<file path="config.mk">
export PLATFORM = sky130hd
export DESIGN_NAME = mux_serial_adder_flat
export DESIGN_NICKNAME = d
export VERILOG_FILES = /design/src/rtl/mux_serial_adder_if.sv /design/src/rtl/mux_serial_adder.sv /design/src/flat_wrapper.sv
export SDC_FILE = /design/constraint.sdc
export NUM_CORES = 1
export LEC_CHECK = 0
export BUFFER_PORTS_ARGS = -buffer_cell sky130_fd_sc_hd__buf_4
export CELL_PAD_IN_SITES_DETAIL_PLACEMENT = 1
export CELL_PAD_IN_SITES_GLOBAL_PLACEMENT = 1
export CORE_MARGIN = 2
export CORE_UTILIZATION = 40
export DETAILED_ROUTE_END_ITERATION = 10
export GPL_ROUTABILITY_DRIVEN = 0
export PLACE_DENSITY = 0.82
export SLEW_MARGIN = 20
export SYNTH_ARGS = -nofsm -noshare
export SYNTH_HDL_FRONTEND = slang
export SYNTH_SLANG_ARGS = --single-unit
</file>
<file path="constraint.sdc">
create_clock -name clk -period 4.1 [get_ports clk]
set_clock_uncertainty 0.05 [all_clocks]
set_input_delay 0.41 -clock clk [delete_from_list [all_inputs] [get_ports clk]]
set_output_delay 0.41 -clock clk [all_outputs]
set_load 0.01 [all_outputs]
</file>
<file path="src/rtl/mux_serial_adder_if.sv">
// Operand/result bundle for mux_serial_adder.
//   in_valid/in_ready   : operand handshake (a, b, cin, sub travel with it)
//   out_valid/out_ready : result handshake (sum, cout, ovf travel with it)
//   busy                : adder is working on or holding a result
// The master modport is the side that supplies operands and consumes
// results; the slave modport is the adder itself.
interface mux_serial_adder_if #(
  parameter int WIDTH = 8
);
  logic             in_valid;
  logic             in_ready;
  logic [WIDTH-1:0] a;
  logic [WIDTH-1:0] b;
  logic             cin;
  logic             sub;
  logic             out_valid;
  logic             out_ready;
  logic [WIDTH-1:0] sum;
  logic             cout;
  logic             ovf;
  logic             busy;

  modport master (
    output in_valid, a, b, cin, sub, out_ready,
    input  in_ready, out_valid, sum, cout, ovf, busy
  );

  modport slave (
    input  in_valid, a, b, cin, sub, out_ready,
    output in_ready, out_valid, sum, cout, ovf, busy
  );
endinterface

</file>
<file path="src/rtl/mux_serial_adder.sv">
// Digit-serial adder/subtractor built from mux-based full-adder slices.
// Each slice is a pair of 4:1 muxes selected by {a_bit, b_bit}; the sum mux
// picks c/~c/~c/c and the carry mux picks 0/c/c/1. DIGIT slices are chained
// per clock, LSB digit first, so an operation takes WIDTH/DIGIT RUN cycles.
// Ports:
//   clk  : rising-edge clock
//   rst  : asynchronous active-high reset
//   bus  : slave side of mux_serial_adder_if (operand/result handshakes,
//          a, b, cin, sub in; sum, cout, ovf, busy out)
// Subtraction is a + ~b + ~cin, so cout = 1 means "no borrow".
module mux_serial_adder #(
  parameter int WIDTH = 8,
  parameter int DIGIT = 1
) (
  input logic              clk,
  input logic              rst,
  mux_serial_adder_if.slave bus
);

  localparam int NDIG = WIDTH / DIGIT;
  localparam int CW   = (NDIG > 1) ? $clog2(NDIG) : 1;

  typedef enum logic [1:0] {
    IDLE = 2'd0,
    RUN  = 2'd1,
    DONE = 2'd2
  } state_t;

  state_t state;
  state_t state_next;

  logic [WIDTH-1:0] a_reg;
  logic [WIDTH-1:0] b_reg;
  logic [WIDTH-1:0] sum_reg;
  logic [WIDTH-1:0] sum_next;
  logic             carry;
  logic             cout_reg;
  logic             ovf_reg;
  logic [CW-1:0]    count;

  logic [DIGIT-1:0] a_dig;
  logic [DIGIT-1:0] b_dig;
  logic [DIGIT-1:0] s_dig;
  logic [DIGIT:0]   c_chain;
  logic             last;

  // One mux full-adder slice; returns {carry_out, sum}.
  function automatic logic [1:0] mux_fa(input logic x, input logic y, input logic c);
    logic [1:0] r;
    case ({x, y})
      2'b00:   r = {1'b0, c};
      2'b01:   r = {c, ~c};
      2'b10:   r = {c, ~c};
      default: r = {1'b1, c};
    endcase
    return r;
  endfunction

  assign last = (count == CW'(NDIG - 1));

  // Select the current digit with constant slices so the result register
  // is only touched one digit at a time.
  always_comb begin
    a_dig = '0;
    b_dig = '0;
    for (int d = 0; d < NDIG; d++) begin
      if (count == CW'(d)) begin
        a_dig = a_reg[d*DIGIT +: DIGIT];
        b_dig = b_reg[d*DIGIT +: DIGIT];
      end
    end
  end

  always_comb begin
    c_chain    = '0;
    s_dig      = '0;
    c_chain[0] = carry;
    for (int i = 0; i < DIGIT; i++) begin
      {c_chain[i+1], s_dig[i]} = mux_fa(a_dig[i], b_dig[i], c_chain[i]);
    end
  end

  always_comb begin
    sum_next = sum_reg;
    for (int d = 0; d < NDIG; d++) begin
      if (count == CW'(d)) begin
        sum_next[d*DIGIT +: DIGIT] = s_dig;
      end
    end
  end

  always_ff @(posedge clk or posedge rst) begin
    if (rst) begin
      state <= IDLE;
    end else begin
      state <= state_next;
    end
  end

  // There is deliberately no accept path out of DONE: the handoff cycle
  // always returns to IDLE first.
  always_comb begin
    state_next = state;
    case (state)
      IDLE:    if (bus.in_valid) state_next = RUN;
      RUN:     if (last) state_next = DONE;
      DONE:    if (bus.out_ready) state_next = IDLE;
      default: state_next = IDLE;
    endcase
  end

  always_ff @(posedge clk or posedge rst) begin
    if (rst) begin
      a_reg    <= '0;
      b_reg    <= '0;
      sum_reg  <= '0;
      carry    <= 1'b0;
      cout_reg <= 1'b0;
      ovf_reg  <= 1'b0;
      count    <= '0;
    end else begin
      case (state)
        IDLE: begin
          if (bus.in_valid) begin
            a_reg <= bus.a;
            b_reg <= bus.b ^ {WIDTH{bus.sub}};
            carry <= bus.cin ^ bus.sub;
            count <= '0;
          end
        end
        RUN: begin
          sum_reg <= sum_next;
          carry   <= c_chain[DIGIT];
          count   <= last ? '0 : count + CW'(1);
          if (last) begin
            // The last digit's top slice is the MSB of the word.
            cout_reg <= c_chain[DIGIT];
            ovf_reg  <= c_chain[DIGIT-1] ^ c_chain[DIGIT];
          end
        end
        default: ;
      endcase
    end
  end

  assign bus.in_ready  = (state == IDLE) && !rst;
  assign bus.out_valid = (state == DONE);
  assign bus.busy      = (state != IDLE);
  assign bus.sum       = sum_reg;
  assign bus.cout      = cout_reg;
  assign bus.ovf       = ovf_reg;

endmodule

</file>
<file path="src/flat_wrapper.sv">
// flat-port wrapper written by rule: the top's interface ports become plain ports
module mux_serial_adder_flat 
#(
  parameter int WIDTH = 8,
  parameter int DIGIT = 1
)
  (clk, rst, bus_in_valid, bus_a, bus_b, bus_cin, bus_sub, bus_out_ready, bus_in_ready, bus_out_valid, bus_sum, bus_cout, bus_ovf, bus_busy);
  mux_serial_adder_if #(.WIDTH(WIDTH)) bus_i ();
  input logic clk;
  input logic rst;
  input wire logic [$bits(bus_i.in_valid)-1:0] bus_in_valid;
  input wire logic [$bits(bus_i.a)-1:0] bus_a;
  input wire logic [$bits(bus_i.b)-1:0] bus_b;
  input wire logic [$bits(bus_i.cin)-1:0] bus_cin;
  input wire logic [$bits(bus_i.sub)-1:0] bus_sub;
  input wire logic [$bits(bus_i.out_ready)-1:0] bus_out_ready;
  output wire logic [$bits(bus_i.in_ready)-1:0] bus_in_ready;
  output wire logic [$bits(bus_i.out_valid)-1:0] bus_out_valid;
  output wire logic [$bits(bus_i.sum)-1:0] bus_sum;
  output wire logic [$bits(bus_i.cout)-1:0] bus_cout;
  output wire logic [$bits(bus_i.ovf)-1:0] bus_ovf;
  output wire logic [$bits(bus_i.busy)-1:0] bus_busy;
  assign bus_i.in_valid = bus_in_valid;
  assign bus_i.a = bus_a;
  assign bus_i.b = bus_b;
  assign bus_i.cin = bus_cin;
  assign bus_i.sub = bus_sub;
  assign bus_i.out_ready = bus_out_ready;
  assign bus_in_ready = bus_i.in_ready;
  assign bus_out_valid = bus_i.out_valid;
  assign bus_sum = bus_i.sum;
  assign bus_cout = bus_i.cout;
  assign bus_ovf = bus_i.ovf;
  assign bus_busy = bus_i.busy;
  mux_serial_adder #(.WIDTH(WIDTH), .DIGIT(DIGIT)) u_core (.clk(clk), .rst(rst), .bus(bus_i));
endmodule
</file>
-- After elaboration in Yosys (flattened, before gate mapping)
Index checks and enable logic that the tools add are counted.
- flip-flop bits (word level): 32
- bitwise gates (word level): 4
- reduce and logical (&&, ||, !) cells: 19
- multiplexer cells: 26
- add/sub/neg operators: 1
- equal/unequal tests: 14
- operators with widths (operator ; number):
    2-bit AND reduction ; 10
    1-bit two-way mux ; 17
    3-bit equality test, second input constant ; 4
    8-bit bitwise XOR ; 1
    3-bit by 2-bit equality test with 1-bit output, second input constant ; 2
    2-bit two-way mux ; 3
    3-bit two-way mux ; 2
    2-bit one-hot mux with 3 select lines ; 1
    3-bit one-hot mux with 2 select lines ; 1
    2-bit by 1-bit equality test with 1-bit output, second input constant ; 2
    2-bit equality test, second input constant ; 2
    2-bit zero test ; 2
    2-bit != test, second input constant ; 2
    2-bit one-hot mux with 2 select lines ; 1
    2-bit nonzero test ; 2
    3-bit by 1-bit adder with 3-bit output, second input constant ; 1
    3-bit by 1-bit equality test with 1-bit output, second input constant ; 1
    3-bit zero test ; 1
    3-bit AND reduction ; 1
    2-bit by 1-bit != test with 1-bit output, second input constant ; 1
    1-bit one-hot mux with 2 select lines ; 1
    2-bit OR reduction ; 1
    1-bit bitwise XOR ; 2
    1-bit logical AND ; 1
    2 further kinds ; 2

-- Logic depth before layout (Yosys ltp)
- word-level depth: 13
- gate-level depth with buffers: 10
- depth with buffers taken out: 9

-- Worst setup path before layout
No wires, ideal clock.
- kind: reg2reg
- from: reg u_core.count[0]
- to: reg u_core.sum_reg[6], in the netlist u_core.bus.sum[6]
- slack: 1587 ps
- required time: 3922 ps
- stages on the path, launching flop included: 8
- period minus slack after synthesis: 2513 ps
- arrival: 2335 ps
- cell sequence: dfrtp_1 > ha_1 > ha_1 > a211oi_1 > a2111oi_0 > o31ai_1 > fa_1 > mux2_1
- word-level cells in the longest chain between the ends: 12
- elaborated cells between the ends (all ways): 30
- classes of those cells: eq/ne: 9; mux: 17; reduce/logical: 4
- RTL lines (element ; line ; text):
    start, declared ; mux_serial_adder.sv:39 ; logic [CW-1:0] count;
    start signal, assigned ; mux_serial_adder.sv:134 ; count <= last ? '0 : count + CW'(1);
    3-bit zero test ; mux_serial_adder.sv:67 ; if (count == CW'(d)) begin
    1-bit two-way mux (8 in series) ; mux_serial_adder.sv:67 ;
    2-bit by 1-bit equality test with 1-bit output or 2-bit equality test (tied branches) ; mux_serial_adder.sv:50 ; case ({x, y})
    2-bit OR reduction (no line) ; -- ;
    2-bit one-hot mux with 2 select lines (*) ; mux_serial_adder.sv:50 ;
    named net u_core.s_dig ; mux_serial_adder.sv:43 ; logic [DIGIT-1:0] s_dig;
    end signal, assigned ; mux_serial_adder.sv:132 ; sum_reg <= sum_next;
    end, declared ; mux_serial_adder.sv:34 ; logic [WIDTH-1:0] sum_reg;
The timed path passes the listed nets; every way through them passes the cells marked *.
A chain may end at the register's enable or synchronous reset.

-- Worst setup path in the final report
- from: reg u_core.count[2]
- to: reg u_core.sum_reg[6], in the netlist u_core.bus.sum[6]
Same word-level chain as after synthesis.

==> metrics <==
worst-path maximum fanout 14; RR Startpoint u_core.count[2]$_DFFE_PP0P_; WL per Instance 16.16 um; count leader, synth nand2_1; Num CTS Buffers 5; critical path's slowest cell dfrtp_1; Worst Hold Class input port to asynchronous set/reset pin; Reg2Reg Depth 8; CP startpoint kind flip-flop; post-synth net total about 200; area delta synth->final 20.92%; Synth async-reset ratio between 90% and 100%; root buf cell clkbuf_8; DP HPWL around 3100 um; Slew Viols, Final 0; crit path DAT a little over 3 ns; cell area after synthesis 0.001680 sq mm; drt drc 0; H-tree depth 2; Adder-Cell Fraction of Synth Area around 5.7%; GRT Total Usage 20.79%; io pins 35; final setup vio count 0; leak pwr slightly below 1 nW; Synth Area in Compound Gates 11.99%; Mapped Cells 176; post-cts hold buffer count 0; crit path kind flip-flop to flip-flop; Synth area leader dfrtp_1; cell area after placement 0.001942 sq mm; via count 1366; commonest cells in the netlist 40 x nand2_1, 32 x dfrtp_1, 14 x o21ai_0; die height 68.82 um; syn avg cell area approximately 9.5 sq um; Worst path top cell family by delay adder cells; layout cells sized above 1 25.48%; Skew-Pair Late Insertion Delay 0.29 ns; Post-Synth Simple-Gate Area ~17%; Buffers on Ports 34; Final min period between 2 and 3 ns; Post-synth EDFFs 0; outcome completed; final total negative setup slack 0 ns; post-synthesis mux area share 6.031%; Core Util, Final 50.43%; #FFs+latches synth 32; largest family of logic cells by synthesized area simple AND/OR/NAND/NOR gates; crit share post-route 71.52%; CP Depth 8; Crit path largest cell delay roughly 0.59 ns; CTS max path bufs 2; DIE WIDTH 68.82 um; Final Cell Area 0.002032 sq mm; slew of the pin with the lowest slew margin 0.7095 ns; Vias per Instance between 5 and 6; die area 0.004736 sq mm; flop2flop setup slack roughly 1.2 ns; Post-CTS Setup Bufs 0; fmax approximately 340 MHz; Initial Utilization a little over two fifths; total gr overflow 0; DRT Wirelength 4168 um; synth warn 0; largest net degree at the start of global routing 33; post-synthesis sequential area ratio between 40% and 50%; vias in the first global route 1446; antenna violations before repair 0; first-pass GRT wire length 7086 um; Core Region 0.004029 sq mm; DRT antenna net count 0; Final nets 236; CTS resizes 0; reg2reg end u_core.bus.sum[6]$_DFFE_PP0P_; Power Dens Cells roughly 790 mW/mm^2; top cell type's share of synthesized area 47.65%; Synth Flop Type dfrtp_1; dominant cells by area after synthesis dfrtp_1 48%, nand2_1 8.9%, mux2_2 5.4%; CP bufs+invs 1; worst path required time 4.22 ns; row count 23; MaxCap Viol Count 0; TritonCTS clock tree yes; VDD IR max 269.3 uV; final hold viol count 0; DR iter-0 viols 51; worst-path cell chain inv_1 -> ha_1 -> nand2_1 -> a21oi_1 -> a2111oi_0 -> o31ai_1 -> fa_1 -> mux2_1; Clock Sinks 32; xor/xnor share of the synthesized area 5.212%; kind of end point of the critical path flip-flop; ANT cells 0; Worst slew margin 52.59%; Reg clk slew, reported paths 0.07 ns; Yosys cell types 33; DR pass1 iterations 4; RSZ-0062 raised after global routing no
how the worst max path moves through the flow:
stage	slack [ns]	startpoint	endpoint
finish	1.17	u_core.count[2]$_DFFE_PP0P_	u_core.bus.sum[6]$_DFFE_PP0P_
global route	0.90	u_core.count[2]$_DFFE_PP0P_	u_core.bus.sum[6]$_DFFE_PP0P_
CTS	1.15	u_core.count[2]$_DFFE_PP0P_	u_core.bus.sum[6]$_DFFE_PP0P_
detailed placement	1.16	u_core.count[2]$_DFFE_PP0P_	u_core.bus.sum[6]$_DFFE_PP0P_
global placement	1.38	u_core.count[2]$_DFFE_PP0P_	u_core.bus.sum[6]$_DFFE_PP0P_
floorplan	1.59	u_core.count[0]$_DFFE_PP0P_	u_core.bus.sum[6]$_DFFE_PP0P_
layout by cell type, fill, tap and decap left out:
master / n
nand2_1: 40
buf_4: 35
dfrtp_1: 32
o21ai_0: 14
inv_1: 10
nor2_1: 9
mux2_2: 8
a21oi_1: 8
xnor2_1: 7
nand3_1: 6
ha_1: 6
clkbuf_8: 6
o31ai_1: 3
xor2_1: 3
nand2b_1: 2
clkbuf_1: 2
and2_1: 1
o21ai_1: 1
nor2b_1: 1
nand3b_1: 1
and3_2: 1
mux2_1: 1
a211oi_1: 1
nor3_1: 1
a2111oi_0: 1
nand3b_4: 1
nor2b_4: 1
a2111oi_2: 1
a22o_1: 1
o22ai_1: 1
a32o_1: 1
a22oi_1: 1
fa_1: 1
cell type report:
cell class              count  area, sq um
flip-flops and latches     32        800.8
clock buffers               8        90.09
fillers                   482         1997
multi-input cells         123        778.2
inverters                  10        37.54
repair buffers             35        262.8
well taps                  50        62.56
routing by layer:
metal	vias to the layer above	track usage, %	share of wire [%]
met2	32	37.62	54
li1	639	-	-
met4	0	6.863	1.7
met1	687	24.05	41
met3	8	4.870	3.8
met5	-	0	0
stage by stage:
step / instances / total power, mW / hold slack, ns / setup slack (ns)
detailed placement: 250 / 1.359 / 0.4374 / 1.163
global placement: 250 / 1.296 / 0.4160 / 1.379
floorplan: 176 / 1.115 / 0.3960 / 1.587
finish: 258 / 1.606 / 0.1701 / 1.168
CTS: 258 / 1.619 / 0.1846 / 1.148
global route: 258 / 1.749 / 0.2115 / 0.8991
cells by family (layout without fill, tap and decap cells):
kind of cell	Yosys count	in the layout
fa+ha+maj	7	7
buf+inv	21	53
xor+xnor	10	10
simple gates	64	64
flops	32	32
compound gates	33	33
mux	9	9
worst reg2reg max path: cells and delay by family, from the launching register on:
kind / cells / cell delay (ns)
flops: 1 / 0.59
mux: 1 / 0.35
simple gates: 1 / 0.10
buf+inv: 1 / 0.18
compound gates: 3 / 0.65
fa+ha+maj: 2 / 0.91
where the power goes:
part / leakage (nW) / switching [mW] / internal, mW
combinational: 0.550 / 0.427 / 0.346
clock: 0.0455 / 0.116 / 0.137
sequential: 0.396 / 0.115 / 0.466
No activity file was read; power rests on OpenSTA's default activity.
